--- src/rtl/mem_chunk_scheduler_pkg.sv ---
// Shared types and constants for the buffer-to-page-chunk request scheduler.
package mem_chunk_scheduler_pkg;

  localparam int unsigned NUM_STREAMS = 4;
  localparam int unsigned VADDR_BITS  = 48;
  localparam int unsigned SIZE_BITS   = 28;
  localparam int unsigned PAGE_BYTES  = 4096;
  localparam int unsigned PAGE_SHIFT  = $clog2(PAGE_BYTES);
  localparam int unsigned LEN_BITS    = PAGE_SHIFT + 1;
  localparam int unsigned STREAM_BITS = (NUM_STREAMS > 1) ? $clog2(NUM_STREAMS) : 1;
  localparam int unsigned CALC_BITS   = SIZE_BITS + 1;

  typedef logic [VADDR_BITS-1:0]  vaddress_t;
  typedef logic [SIZE_BITS-1:0]   alloc_size_t;
  typedef logic [LEN_BITS-1:0]    req_len_t;
  typedef logic [STREAM_BITS-1:0] stream_id_t;

  typedef struct packed {
    vaddress_t  vaddr;
    req_len_t   len;
    stream_id_t stream;
    logic       last;
  } mem_req_t;

  typedef enum logic {
    S_IDLE  = 1'b0,
    S_ISSUE = 1'b1
  } sched_state_e;

  // Bytes up to the next page boundary, capped by what is left of the buffer.
  function automatic logic [CALC_BITS-1:0] chunk_bytes(input logic [PAGE_SHIFT-1:0] page_off,
                                                       input alloc_size_t remaining);
    logic [CALC_BITS-1:0] room;
    logic [CALC_BITS-1:0] rem;
    room = CALC_BITS'(PAGE_BYTES) - CALC_BITS'(page_off);
    rem  = CALC_BITS'(remaining);
    return (rem < room) ? rem : room;
  endfunction

endpackage

--- src/rtl/mem_chunk_scheduler_round_robin_arbiter.sv ---
// Round-robin grant over a request vector; owns the rotating priority pointer.
module round_robin_arbiter #(
  parameter int unsigned N        = 4,
  parameter int unsigned IDX_BITS = (N > 1) ? $clog2(N) : 1
) (
  input  logic                clk,
  input  logic                rst,
  input  logic [N-1:0]        request,
  input  logic                advance,
  output logic [N-1:0]        grant,
  output logic [IDX_BITS-1:0] grant_idx,
  output logic                grant_valid
);

  logic [IDX_BITS-1:0] ptr;

  // Scan from the pointer upward, wrapping, and take the first requester.
  always_comb begin
    int unsigned j;
    grant       = '0;
    grant_idx   = '0;
    grant_valid = 1'b0;
    for (int unsigned k = 0; k < N; k++) begin
      j = 32'(ptr) + k;
      if (j >= N) j = j - N;
      if (!grant_valid && request[IDX_BITS'(j)]) begin
        grant_valid                = 1'b1;
        grant_idx                  = IDX_BITS'(j);
        grant[IDX_BITS'(j)]        = 1'b1;
      end
    end
  end

  always_ff @(posedge clk) begin
    if (rst) begin
      ptr <= '0;
    end else if (advance && grant_valid) begin
      ptr <= (grant_idx == IDX_BITS'(N - 1)) ? '0 : IDX_BITS'(grant_idx + 1'b1);
    end
  end

endmodule

--- src/rtl/mem_chunk_scheduler.sv ---
// Splits per-stream buffers into page-bounded requests, interleaved round-robin per chunk.
module mem_chunk_scheduler
  import mem_chunk_scheduler_pkg::*;
(
  input  logic                              clk,
  input  logic                              rst,
  input  logic [NUM_STREAMS-1:0]            buf_valid,
  output logic [NUM_STREAMS-1:0]            buf_ready,
  input  logic [NUM_STREAMS*VADDR_BITS-1:0] buf_vaddr,
  input  logic [NUM_STREAMS*SIZE_BITS-1:0]  buf_size,
  output logic                              req_valid,
  input  logic                              req_ready,
  output logic [VADDR_BITS-1:0]             req_vaddr,
  output logic [LEN_BITS-1:0]               req_len,
  output logic [STREAM_BITS-1:0]            req_stream,
  output logic                              req_last,
  output logic                              done_valid,
  output logic [STREAM_BITS-1:0]            done_stream
);

  sched_state_e state, state_n;

  logic [NUM_STREAMS-1:0] occupied, occupied_n;
  logic [NUM_STREAMS-1:0] calc_ok, calc_ok_n;
  logic [NUM_STREAMS-1:0] buf_ready_n;
  vaddress_t              cur_vaddr   [NUM_STREAMS];
  vaddress_t              cur_vaddr_n [NUM_STREAMS];
  alloc_size_t            remaining   [NUM_STREAMS];
  alloc_size_t            remaining_n [NUM_STREAMS];
  logic [CALC_BITS-1:0]   chunk_full  [NUM_STREAMS];
  req_len_t               chunk_len_q [NUM_STREAMS];
  logic [NUM_STREAMS-1:0] chunk_last_q;

  mem_req_t   req_q, req_n;
  logic       req_valid_n;
  logic       done_valid_n;
  stream_id_t done_stream_n;

  logic [NUM_STREAMS-1:0] grant;
  stream_id_t             grant_idx;
  logic                   grant_valid;
  logic                   advance;

  // A slot may only be granted once its chunk registers reflect its current state.
  round_robin_arbiter #(
    .N        (NUM_STREAMS),
    .IDX_BITS (STREAM_BITS)
  ) u_arb (
    .clk         (clk),
    .rst         (rst),
    .request     (calc_ok),
    .advance     (advance),
    .grant       (grant),
    .grant_idx   (grant_idx),
    .grant_valid (grant_valid)
  );

  always_comb begin
    for (int i = 0; i < NUM_STREAMS; i++) begin
      chunk_full[i] = chunk_bytes(cur_vaddr[i][PAGE_SHIFT-1:0], remaining[i]);
    end
  end

  always_ff @(posedge clk) begin
    if (rst) state <= S_IDLE;
    else     state <= state_n;
  end

  always_comb begin
    state_n       = state;
    occupied_n    = occupied;
    calc_ok_n     = occupied;
    cur_vaddr_n   = cur_vaddr;
    remaining_n   = remaining;
    req_n         = req_q;
    req_valid_n   = req_valid;
    done_valid_n  = 1'b0;
    done_stream_n = done_stream;
    advance       = 1'b0;

    for (int i = 0; i < NUM_STREAMS; i++) begin
      if (buf_valid[i] && buf_ready[i]) begin
        occupied_n[i]  = 1'b1;
        calc_ok_n[i]   = 1'b0;
        cur_vaddr_n[i] = buf_vaddr[i*VADDR_BITS +: VADDR_BITS];
        remaining_n[i] = buf_size[i*SIZE_BITS +: SIZE_BITS];
      end
    end

    case (state)
      S_IDLE: begin
        if (grant_valid) begin
          advance = 1'b1;
          // Empty buffers complete straight from the grant without a request.
          if (remaining[grant_idx] == '0) begin
            occupied_n    = occupied_n & ~grant;
            calc_ok_n     = calc_ok_n & ~grant;
            done_valid_n  = 1'b1;
            done_stream_n = grant_idx;
          end else begin
            req_n = '{vaddr:  cur_vaddr[grant_idx],
                      len:    chunk_len_q[grant_idx],
                      stream: grant_idx,
                      last:   chunk_last_q[grant_idx]};
            req_valid_n = 1'b1;
            state_n     = S_ISSUE;
          end
        end
      end
      S_ISSUE: begin
        if (req_ready) begin
          req_valid_n                 = 1'b0;
          state_n                     = S_IDLE;
          cur_vaddr_n[req_q.stream]   = cur_vaddr[req_q.stream] + VADDR_BITS'(req_q.len);
          remaining_n[req_q.stream]   = remaining[req_q.stream] - SIZE_BITS'(req_q.len);
          calc_ok_n[req_q.stream]     = 1'b0;
          if (req_q.last) begin
            occupied_n[req_q.stream] = 1'b0;
            done_valid_n             = 1'b1;
            done_stream_n            = req_q.stream;
          end
        end
      end
      default: state_n = S_IDLE;
    endcase

    buf_ready_n = ~occupied_n;
  end

  always_ff @(posedge clk) begin
    if (rst) begin
      occupied     <= '0;
      calc_ok      <= '0;
      buf_ready    <= '1;
      req_q        <= '0;
      req_valid    <= 1'b0;
      done_valid   <= 1'b0;
      done_stream  <= '0;
      chunk_last_q <= '0;
      for (int i = 0; i < NUM_STREAMS; i++) begin
        cur_vaddr[i]   <= '0;
        remaining[i]   <= '0;
        chunk_len_q[i] <= '0;
      end
    end else begin
      occupied    <= occupied_n;
      calc_ok     <= calc_ok_n;
      buf_ready   <= buf_ready_n;
      req_q       <= req_n;
      req_valid   <= req_valid_n;
      done_valid  <= done_valid_n;
      done_stream <= done_stream_n;
      for (int i = 0; i < NUM_STREAMS; i++) begin
        cur_vaddr[i]    <= cur_vaddr_n[i];
        remaining[i]    <= remaining_n[i];
        chunk_len_q[i]  <= LEN_BITS'(chunk_full[i]);
        chunk_last_q[i] <= (chunk_full[i] == CALC_BITS'(remaining[i]));
      end
    end
  end

  assign req_vaddr  = req_q.vaddr;
  assign req_len    = req_q.len;
  assign req_stream = req_q.stream;
  assign req_last   = req_q.last;

endmodule

--- config.mk ---
export PLATFORM = sky130hd
export DESIGN_NAME = mem_chunk_scheduler
export DESIGN_NICKNAME = d
export VERILOG_FILES = /design/src/rtl/mem_chunk_scheduler_pkg.sv /design/src/rtl/mem_chunk_scheduler_round_robin_arbiter.sv /design/src/rtl/mem_chunk_scheduler.sv
export SDC_FILE = /design/constraint.sdc
export NUM_CORES = 2
export LEC_CHECK = 0
export ABC_CLOCK_PERIOD_IN_PS = 6700
export CAP_MARGIN = 25
export CORE_ASPECT_RATIO = 0.9
export CORE_MARGIN = 2
export CORE_UTILIZATION = 56
export DETAILED_ROUTE_END_ITERATION = 10
export PLACE_DENSITY = 0.82
export SYNTH_ARGS = -nofsm -noshare
export SYNTH_HDL_FRONTEND = slang
export SYNTH_SLANG_ARGS = --single-unit
--- constraint.sdc ---
create_clock -name clk -period 6.7 [get_ports clk]
set_input_delay 1.005 -clock clk [delete_from_list [all_inputs] [get_ports clk]]
set_output_delay 1.005 -clock clk [all_outputs]
set_load 0.1 [all_outputs]
==> out/qor.txt <==
FMAX - 0.206 GHz
R2R setup slack - 1.85 ns
Post-layout nets - 4017
YS warnings - 0
Final wirelength - 108 mm
Via/cell ratio - 6.74
Postcts setup bufs - 0
Max IR drop VDD - 200 uV
Req. time, crit path - 7.14 ns
CP Max Fanout - 127
Combinational Power Share - 0.340
Synthesized cell area - 0.0272 mm^2
H-tree depth - 2
PwrDens - 275 mW/mm^2
Area contributors post-synth - dfxtp_1 (33%), nand2_1 (13%), mux4_2 (6.2%), a31o_2 (4.6%), a21oi_1 (4.6%)
DRC viols - 0
Sw Share - 0.377
Die height - 213 um
PortBufs - 382
Row count - 76
Leakage - 12.1 nW
NetSw - 3.40 mW
IO Pins - 383
Total Power - 9.01 mW
Min-delay worst type - flip-flop to flip-flop
Synthesized area per cell - 7.91 um^2
# resized after CTS - 0
Largest net degree at the start of global routing - 191
CP arrival - 5.29 ns
Core Footprint - 0.0479 mm^2
Clk pwr share - 0.308
DR pass1 iterations - 6
Synth top area share - 0.326
Vias - 28.9k
DPL Wire Length - 71.8 mm
First-pass GRT wire length - 163 mm
GR Overflow Total - 0
Synthesized flop and latch total - 443
CTS tree - yes
GPL Wtd Cong - 1.02
Outcome - complete, no violations
Clk_skew - 0.0184 ns
Post-synthesis sequential area ratio - 0.326
Initial DRC Count - 4219
Clk sinks - 443
Per-cell routed wire length - 25.3 um
Final setup fails - 0
Post-DRT Antenna Nets - 0
Number of synthesized flops with an enable pin - 0
Initial antenna violation count - 17
Crit start category - flip-flop
Final period util - 0.724
Hold Buf Count CTS - 0
Fin. Hold Viols - 0
Die Span X - 236 um
Asr flop ratio synth - 0
Die Area - 0.0503 mm^2
Gate Count Post-Synth - 3433
Crit. End Element - flip-flop
Max-capacitance violation count - 0
Post-synth top flop - dfxtp_1
Fin crit period - 4.85 ns
Total negative setup slack - 0 ns
RSZ-0062 raised after global routing - no
Cts bufs inserted - 46
Worst-path clk slew - 0.06 ns
Post-synth top area cell - dfxtp_1
Final max-slew violation count - 0
Relative slew slack - 0.254
CP Class - flip-flop to flip-flop
Yosys cell types - 72
Root Buffer - clkbuf_16
Mapped Nets - 3832
Clock tree buffer depth - 3
Slew @ Worst Pin - 1.12 ns
Internal power - 5.61 mW
Clock latency on the worst-skew pair - 0.60 ns
Area Overhead vs Synth - 20.7%
Flop pwr share - 0.352
Fraction of layout instances using a drive strength above 1 - 0.109
Overall Global Routing Usage - 0.420
Vias in the first global route - 27.3k
Starting Density - 0.567
[cell usage in the layout (no fill, tap or decap), types with 75 or more instances in the layout]
master           Yosys  layout
a211oi_1           103     102
a21oi_1            251     251
a311oi_1            76      76
a31o_2             144     144
and3_1             138     138
clkdlybuf4s50_1      0     381
dfxtp_1            443     441
ha_1                86      86
inv_1               77      77
mux4_2              75      75
nand2_1            916     909
nor2_1             228     228
xnor2_1             83      83
[power groups by stage]
| stage | clock network [mW] | registers [mW] | logic, mW |
|---|---|---|---|
| detailed placement | 0 | 3.21 | 2.93 |
| floorplan | 0 | 3.38 | 1.77 |
| global route | 2.86 | 3.19 | 3.23 |
| finish | 2.77 | 3.17 | 3.06 |
| CTS | 2.75 | 3.15 | 2.97 |
| global placement | 0 | 3.20 | 2.90 |
[worst max-delay path: stages, from the launching register on]
cell,delay (ns)
dfxtp_1,0.68
inv_1,0.14
ha_1,0.52
mux4_2,0.62
nor2b_1,0.33
o21ai_0,0.24
nand2_2,0.13
buf_4,0.58
a221oi_1,0.31
o21ai_4,0.23
buf_12,0.45
a311o_1,0.23
a21oi_1,0.06
[cell families after synthesis]
| kind of cell | share of synthesized area |
|---|---|
| compound gates | 0.197 |
| xor+xnor | 0.0506 |
| fa+ha+maj | 0.0411 |
| buf+inv | 0.0513 |
| flops | 0.326 |
| mux | 0.0956 |
| simple gates | 0.238 |
[Yosys cell counts, types with 46 or more instances]
library cell,count
nand2_1,916
a311oi_1,76
xor2_1,72
nor2_1,228
a31o_2,144
mux2i_1,61
dfxtp_1,443
and3_1,138
a21oi_1,251
clkbuf_1,242
ha_1,86
mux4_2,75
a311o_1,46
a211oi_1,103
inv_1,77
xnor2_1,83
[path summary, 6_finish.rpt]
check | start | endpoint | depth (start not counted)
max | u_arb.ptr[0] | req_vaddr[14] | 12
min | occupied[3] | calc_ok[3] | 2
max reg2reg | u_arb.ptr[0] | req_vaddr[14] | 12
min reg2reg | occupied[3] | calc_ok[3] | 2
[layout make-up]
| class | count | area (um^2) |
|---|---|---|
| clock inverters | 15 | 213 |
| inverters | 77 | 289 |
| flip-flops and latches | 443 | 8880 |
| repair buffers | 416 | 4140 |
| diodes | 15 | 37.5 |
| well taps | 624 | 781 |
| multi-input cells | 2634 | 17100 |
| fillers | 3903 | 15100 |
| clock buffers | 68 | 1380 |
[sequential cells by signal, indices dropped and copies added (netlist names)]
name / cells
done_valid: 1
chunk_last_q: 4
state: 1
occupied: 4
req_len: 13
req_stream: 2
chunk_len_q: 52
buf_ready: 4
cur_vaddr: 192
done_stream: 2
u_arb.ptr: 2
req_valid: 1
remaining: 112
req_last: 1
req_vaddr: 48
calc_ok: 4
[per-stage QoR]
stage          area (um^2)  hold slack [ns]   util  worst slack [ns]  cells
6_report             32800            0.457  0.684              1.85   4292
3_5_place_dp         31100            0.446  0.649              1.99   4192
5_1_grt              32800            0.467  0.684              1.55   4290
2_1_floorplan        27200            0.432      -              1.20   3433
3_3_place_gp         31100            0.440  0.649              2.10   4192
4_1_cts              32700            0.455  0.683              2.00   4275
[per-layer routing]
metal	GRT usage	vias to the layer above	share of wire
li1	-	12500	-
met3	0.113	406	0.14
met2	0.612	2341	0.41
met5	0	-	0.00023
met1	0.560	13600	0.38
met4	0.246	4	0.060
No activity file was read; power rests on OpenSTA's default activity.
